## src/rtl/servant_timer_rearm.sv

```systemverilog
// Wishbone initiator that re-arms servant_timer on each interrupt: it reads mtime, writes
// mtimecmp = mtime + PERIOD and pulses o_tick when the write is accepted.
module servant_timer_rearm #(
  parameter int unsigned WIDTH  = 16,
  parameter int unsigned PERIOD = 1000,
  parameter logic [31:0] ADDR   = 32'h8000_0000,
  parameter int unsigned SETTLE = 2
) (
  input  logic        i_clk,
  input  logic        i_rst,
  input  logic        i_en,
  input  logic        i_irq,
  output logic [31:0] o_wb_adr,
  output logic [31:0] o_wb_dat,
  output logic [3:0]  o_wb_sel,
  output logic        o_wb_we,
  output logic        o_wb_cyc,
  input  logic [31:0] i_wb_rdt,
  input  logic        i_wb_ack,
  output logic        o_tick,
  output logic        o_busy,
  output logic [7:0]  o_overrun
);

  localparam int unsigned CW = (SETTLE > 1) ? $clog2(SETTLE) : 1;
  localparam logic [WIDTH-1:0] LP_PERIOD = PERIOD[WIDTH-1:0];

  typedef enum logic [1:0] {StIdle, StRead, StWrite, StHold} state_e;

  state_e      r_state;
  logic [CW-1:0] r_cnt;
  logic [7:0]  r_overrun;
  logic [31:0] r_adr;
  logic [31:0] r_dat;
  logic [3:0]  r_sel;
  logic        r_we;
  logic        r_cyc;
  logic        r_tick;
  logic        r_busy;

  logic [WIDTH-1:0] w_target;

  // Wraps modulo 2**WIDTH; a wrapped target is accepted and simply retried via HOLD.
  assign w_target = i_wb_rdt[WIDTH-1:0] + LP_PERIOD;

  if (WIDTH < 32) begin : g_unused
    logic w_unused_rdt;
    assign w_unused_rdt = ^i_wb_rdt[31:WIDTH];
  end

  always_ff @(posedge i_clk or posedge i_rst) begin
    if (i_rst) begin
      r_state   <= StIdle;
      r_cnt     <= '0;
      r_overrun <= '0;
      r_adr     <= '0;
      r_dat     <= '0;
      r_sel     <= '0;
      r_we      <= 1'b0;
      r_cyc     <= 1'b0;
      r_tick    <= 1'b0;
      r_busy    <= 1'b0;
    end else begin
      r_tick <= 1'b0;
      unique case (r_state)
        StIdle: begin
          if (i_en && i_irq) begin
            r_state <= StRead;
            r_cyc   <= 1'b1;
            r_we    <= 1'b0;
            r_adr   <= ADDR;
            r_sel   <= 4'hF;
            r_busy  <= 1'b1;
          end
        end
        StRead: begin
          if (i_wb_ack) begin
            r_state <= StWrite;
            r_we    <= 1'b1;
            r_dat   <= 32'(w_target);
          end
        end
        StWrite: begin
          if (i_wb_ack) begin
            r_state <= StHold;
            r_cyc   <= 1'b0;
            r_we    <= 1'b0;
            r_adr   <= '0;
            r_sel   <= '0;
            r_tick  <= 1'b1;
            r_cnt   <= '0;
          end
        end
        StHold: begin
          if (!i_irq) begin
            r_state <= StIdle;
            r_busy  <= 1'b0;
          end else if (r_cnt == CW'(SETTLE - 1)) begin
            // Interrupt did not clear: count the overrun and retry from a fresh read.
            if (r_overrun != 8'hFF) r_overrun <= r_overrun + 8'd1;
            r_state <= StRead;
            r_cyc   <= 1'b1;
            r_we    <= 1'b0;
            r_adr   <= ADDR;
            r_sel   <= 4'hF;
          end else begin
            r_cnt <= r_cnt + CW'(1);
          end
        end
        default: r_state <= StIdle;
      endcase
    end
  end

  assign o_wb_adr  = r_adr;
  assign o_wb_dat  = r_dat;
  assign o_wb_sel  = r_sel;
  assign o_wb_we   = r_we;
  assign o_wb_cyc  = r_cyc;
  assign o_tick    = r_tick;
  assign o_busy    = r_busy;
  assign o_overrun = r_overrun;

endmodule

```

## config.mk

```make
export PLATFORM = sky130hd
export DESIGN_NAME = servant_timer_rearm
export DESIGN_NICKNAME = d
export VERILOG_FILES = /design/src/rtl/servant_timer_rearm.sv
export SDC_FILE = /design/constraint.sdc
export NUM_CORES = 1
export LEC_CHECK = 0
export ABC_AREA = 0
export ABC_CLOCK_PERIOD_IN_PS = 2100
export BUFFER_PORTS_ARGS = -buffer_cell sky130_fd_sc_hd__buf_4
export CORE_MARGIN = 2
export CORE_UTILIZATION = 45
export CTS_BUF_LIST = sky130_fd_sc_hd__clkbuf_4 sky130_fd_sc_hd__clkbuf_8
export CTS_CLUSTER_DIAMETER = 100
export DETAILED_ROUTE_END_ITERATION = 10
export PLACE_DENSITY = 0.91
export SLEW_MARGIN = 20
export SYNTH_ARGS = -nofsm -noshare
export SYNTH_HDL_FRONTEND = slang
export SYNTH_SLANG_ARGS = --single-unit
export TNS_END_PERCENT = 5
```

## constraint.sdc

```tcl
create_clock -name i_clk -period 2.1 [get_ports i_clk]
set_clock_uncertainty 0.2 [all_clocks]
set_input_delay 0.42 -clock i_clk [delete_from_list [all_inputs] [get_ports i_clk]]
set_output_delay 0.42 -clock i_clk [all_outputs]
set_load 0.02 [all_outputs]
```

==> run_results.csv <==
group,metric,value,unit
synthesis,synth-seq-cells,31,
synthesis,synthTopCellsByArea,"dfrtp_1, buf_4, ha_1",
timing,finalSetupViolations,0,
clock_network,cts_setup_buffers,0,
die,die_area,5020,um^2
timing,timing.fmax,517,MHz
detailed_routing,drtIter0Drc,37,
worst_setup_path,r2r_start,"r_state[0]",
cells_and_area,diodes,0,
cells_and_area,drive_above_1_share,0.294,
die,start_util,0.465,
synthesis,synth-seq-area-share,0.386,
timing,setup_ws,0.164,ns
global_route,grt_pass1_vias,1343,
timing,hold_viol,0,
die,pin_count,117,
clock_network,cts_max_level,2,
pwr,p_leak,1.21,nW
synthesis,syn_area_per_cell,9.77,um^2
worst_setup_path,worstPathArrival,1.90,ns
detailed_routing,via_count,1478,
pwr,power_density,1330,nW/um^2
global_route,grt_pass1_wl,6100,um
synthesis,synth_top_area_cell,"dfrtp_1",
clock_network,numCtsBuffers,5,
timing,slew_violations,0,
detailed_routing,drc_errors,0,
die,fp.dieH,70.9,um
place,dp_hpwl,2940,um
cells_and_area,final_nets,306,
pwr,vdd_drop_max,0.000653,V
worst_setup_path,cp-end-kind,"register",
synthesis,synth_top_area_frac,0.386,
worst_setup_path,critPathLaunch,"r_state[0]",
worst_setup_path,startpoint_type,"register",
die,rows,24,
global_route,antenna_found_initial,0,
place,gp_congestion,0.789,
cells_and_area,regArea,776,um^2
clock_network,insertion_delay,0.27,ns
global_route,groute.usage.overall,0.151,
detailed_routing,dr.pass1.iters,4,
timing,relSlewSlack,0.639,
worst_setup_path,critPathRequiredTime,2.06,ns
die,core_area,4320,um^2
global_route,grt_use_met3,0.0356,
detailed_routing,wl,3730,um
timing,worstMarginPinSlew,0.538,ns
clock_network,cts_sinks,31,
global_route,met1_usage,0.189,
global_route,gr-usage-met2,0.253,
status,status,"finished clean",
clock_network,path_clk_slew,0.07,ns
run,maxCapViolCount,0,
detailed_routing,wl_per_cell,11.9,um
timing,rsz0062_at_grt,"no",
global_route,overflow,0,
die,die_w,70.9,um
timing,min_period_over_period,0.922,
cells_and_area,fillers,410,
global_route,grt_max_degree,32,
detailed_routing,viasPerCell,4.71,
pwr,power.total,0.00317,W
place,portBuffers,53,
place,pre_cts_ws,0.114,ns
worst_setup_path,path_max_fanout,6,
worst_setup_path,criticalPathCategory,"register to register",
synthesis,ys_types,36,
synthesis,netlist_instances,206,
min_path,hold_class,"input pin to asynchronous set/reset pin",
cells_and_area,syn_to_final_growth,18.8,%
clock_network,cts_root_buffer,"clkbuf_8",
synthesis,yosys_warnings,0,
clock_network,tritoncts,"yes",
timing,min_period,1.94,ns
synthesis,mappedNetlistArea,2010,um^2
global_route,grt-busiest-layer,"met2",
clock_network,postCtsHoldBufs,0,
clock_network,cts_resized,0,
clock_network,cts_buffer_depth,2,
timing,finalSetupTns,0,ns
detailed_routing,drtAntennaViolNets,0,
cells_and_area,multi_input_area,985,um^2
[power by group]
group / internal (W) / total [W] / leakage [nW] / switching (W)
combinational: 0.000661 / 0.00154 / 0.768 / 0.000880
clock: 0.000383 / 0.000596 / 0.0612 / 0.000213
sequential: 0.000841 / 0.00103 / 0.383 / 0.000191
[cell usage after synthesis, drive strengths merged]
library cell	instances
inv	7
nor2	4
mux2	8
o31ai	1
a211oi	1
ha	8
and3	3
a41oi	1
clkbuf	2
xor2	6
nand4	5
or3	2
and2	1
nand2b	2
o2111ai	2
buf	52
a2bb2oi	2
a31oi	2
o21bai	1
nor3	3
a21oi	5
nand3	4
dfrtp	31
and2b	1
conb	1
o22a	1
xnor2	9
mux2i	2
nand2	20
and4	1
o21ai	18
[logic make-up (layout without fill, tap and decap cells)]
logic type,after synthesis,after routing,synth area share
compound gates,34,34,0.113
xor+xnor,15,15,0.0653
fa+ha+maj,8,8,0.0498
buf+inv,61,71,0.211
flops,31,31,0.386
mux,10,10,0.0566
other cells,1,47,0.00186
simple gates,46,46,0.117
[registers in the layout, indices dropped and copies added, names as in the netlist]
name       cells
o_wb_we        1
r_cnt          1
o_overrun      8
o_busy         1
o_wb_dat      16
o_wb_sel       1
r_state        2
o_tick         1
[path summary, 6_finish.rpt]
check	slack, ns	cells past startpoint	to
min reg2reg	0.29	2	o_wb_dat[7]
max reg2reg	0.16	6	r_state[1]
max in group asynchronous	1.38	3	r_state[0]
min in group i_clk	0.16	2	o_wb_dat[3]
min	0.03	3	r_cnt
max	0.16	6	r_state[1]
[final cells by class]
class                      count  share of cell area
clock buffer                   6              0.0346
clock inverter                 2              0.0147
inverter                       7              0.0110
multi-input combinational    160               0.412
sequential                    31               0.325
tap                           52              0.0272
timing repair buffer          56               0.176
[layout by cell type, fill, tap and decap left out, drive strengths merged, types with 2 or more instances in the layout]
cell      n
buf      56
xnor2     9
and3      3
conb     47
nand2b    2
inv       7
a21oi     5
dfrtp    31
a31oi     2
o21ai    18
o2111ai   2
mux2      8
nand3     4
or3       2
xor2      6
clkbuf    6
nand4     5
nor2      4
a2bb2oi   2
nand2    20
ha        8
nor3      3
mux2i     2
[critical path, stage by stage, from the launching register on]
cell	delay, ns
dfrtp_1	0.45
inv_1	0.13
ha_1	0.27
nor2_1	0.11
a2bb2oi_1	0.21
o21ai_0	0.16
mux2_2	0.29
[per-layer routing]
layer / routed length (um) / vias to the layer above
li1: - / 707
met1: 1540 / 713
met2: 1910 / 53
met3: 231 / 5
met4: 51 / 0
met5: 0 / -
[per-stage QoR]
step                hold slack (ns)  instances  area (um^2)  utilization
floorplan                     0.324        252         2180            -
global placement              0.265        306         2270        0.525
CTS                          0.0392        314         2390        0.553
finish                       0.0319        314         2390        0.553
detailed placement            0.276        306         2270        0.525
global route                 0.0544        314         2390        0.553
Power figures use the tool's default switching activity.
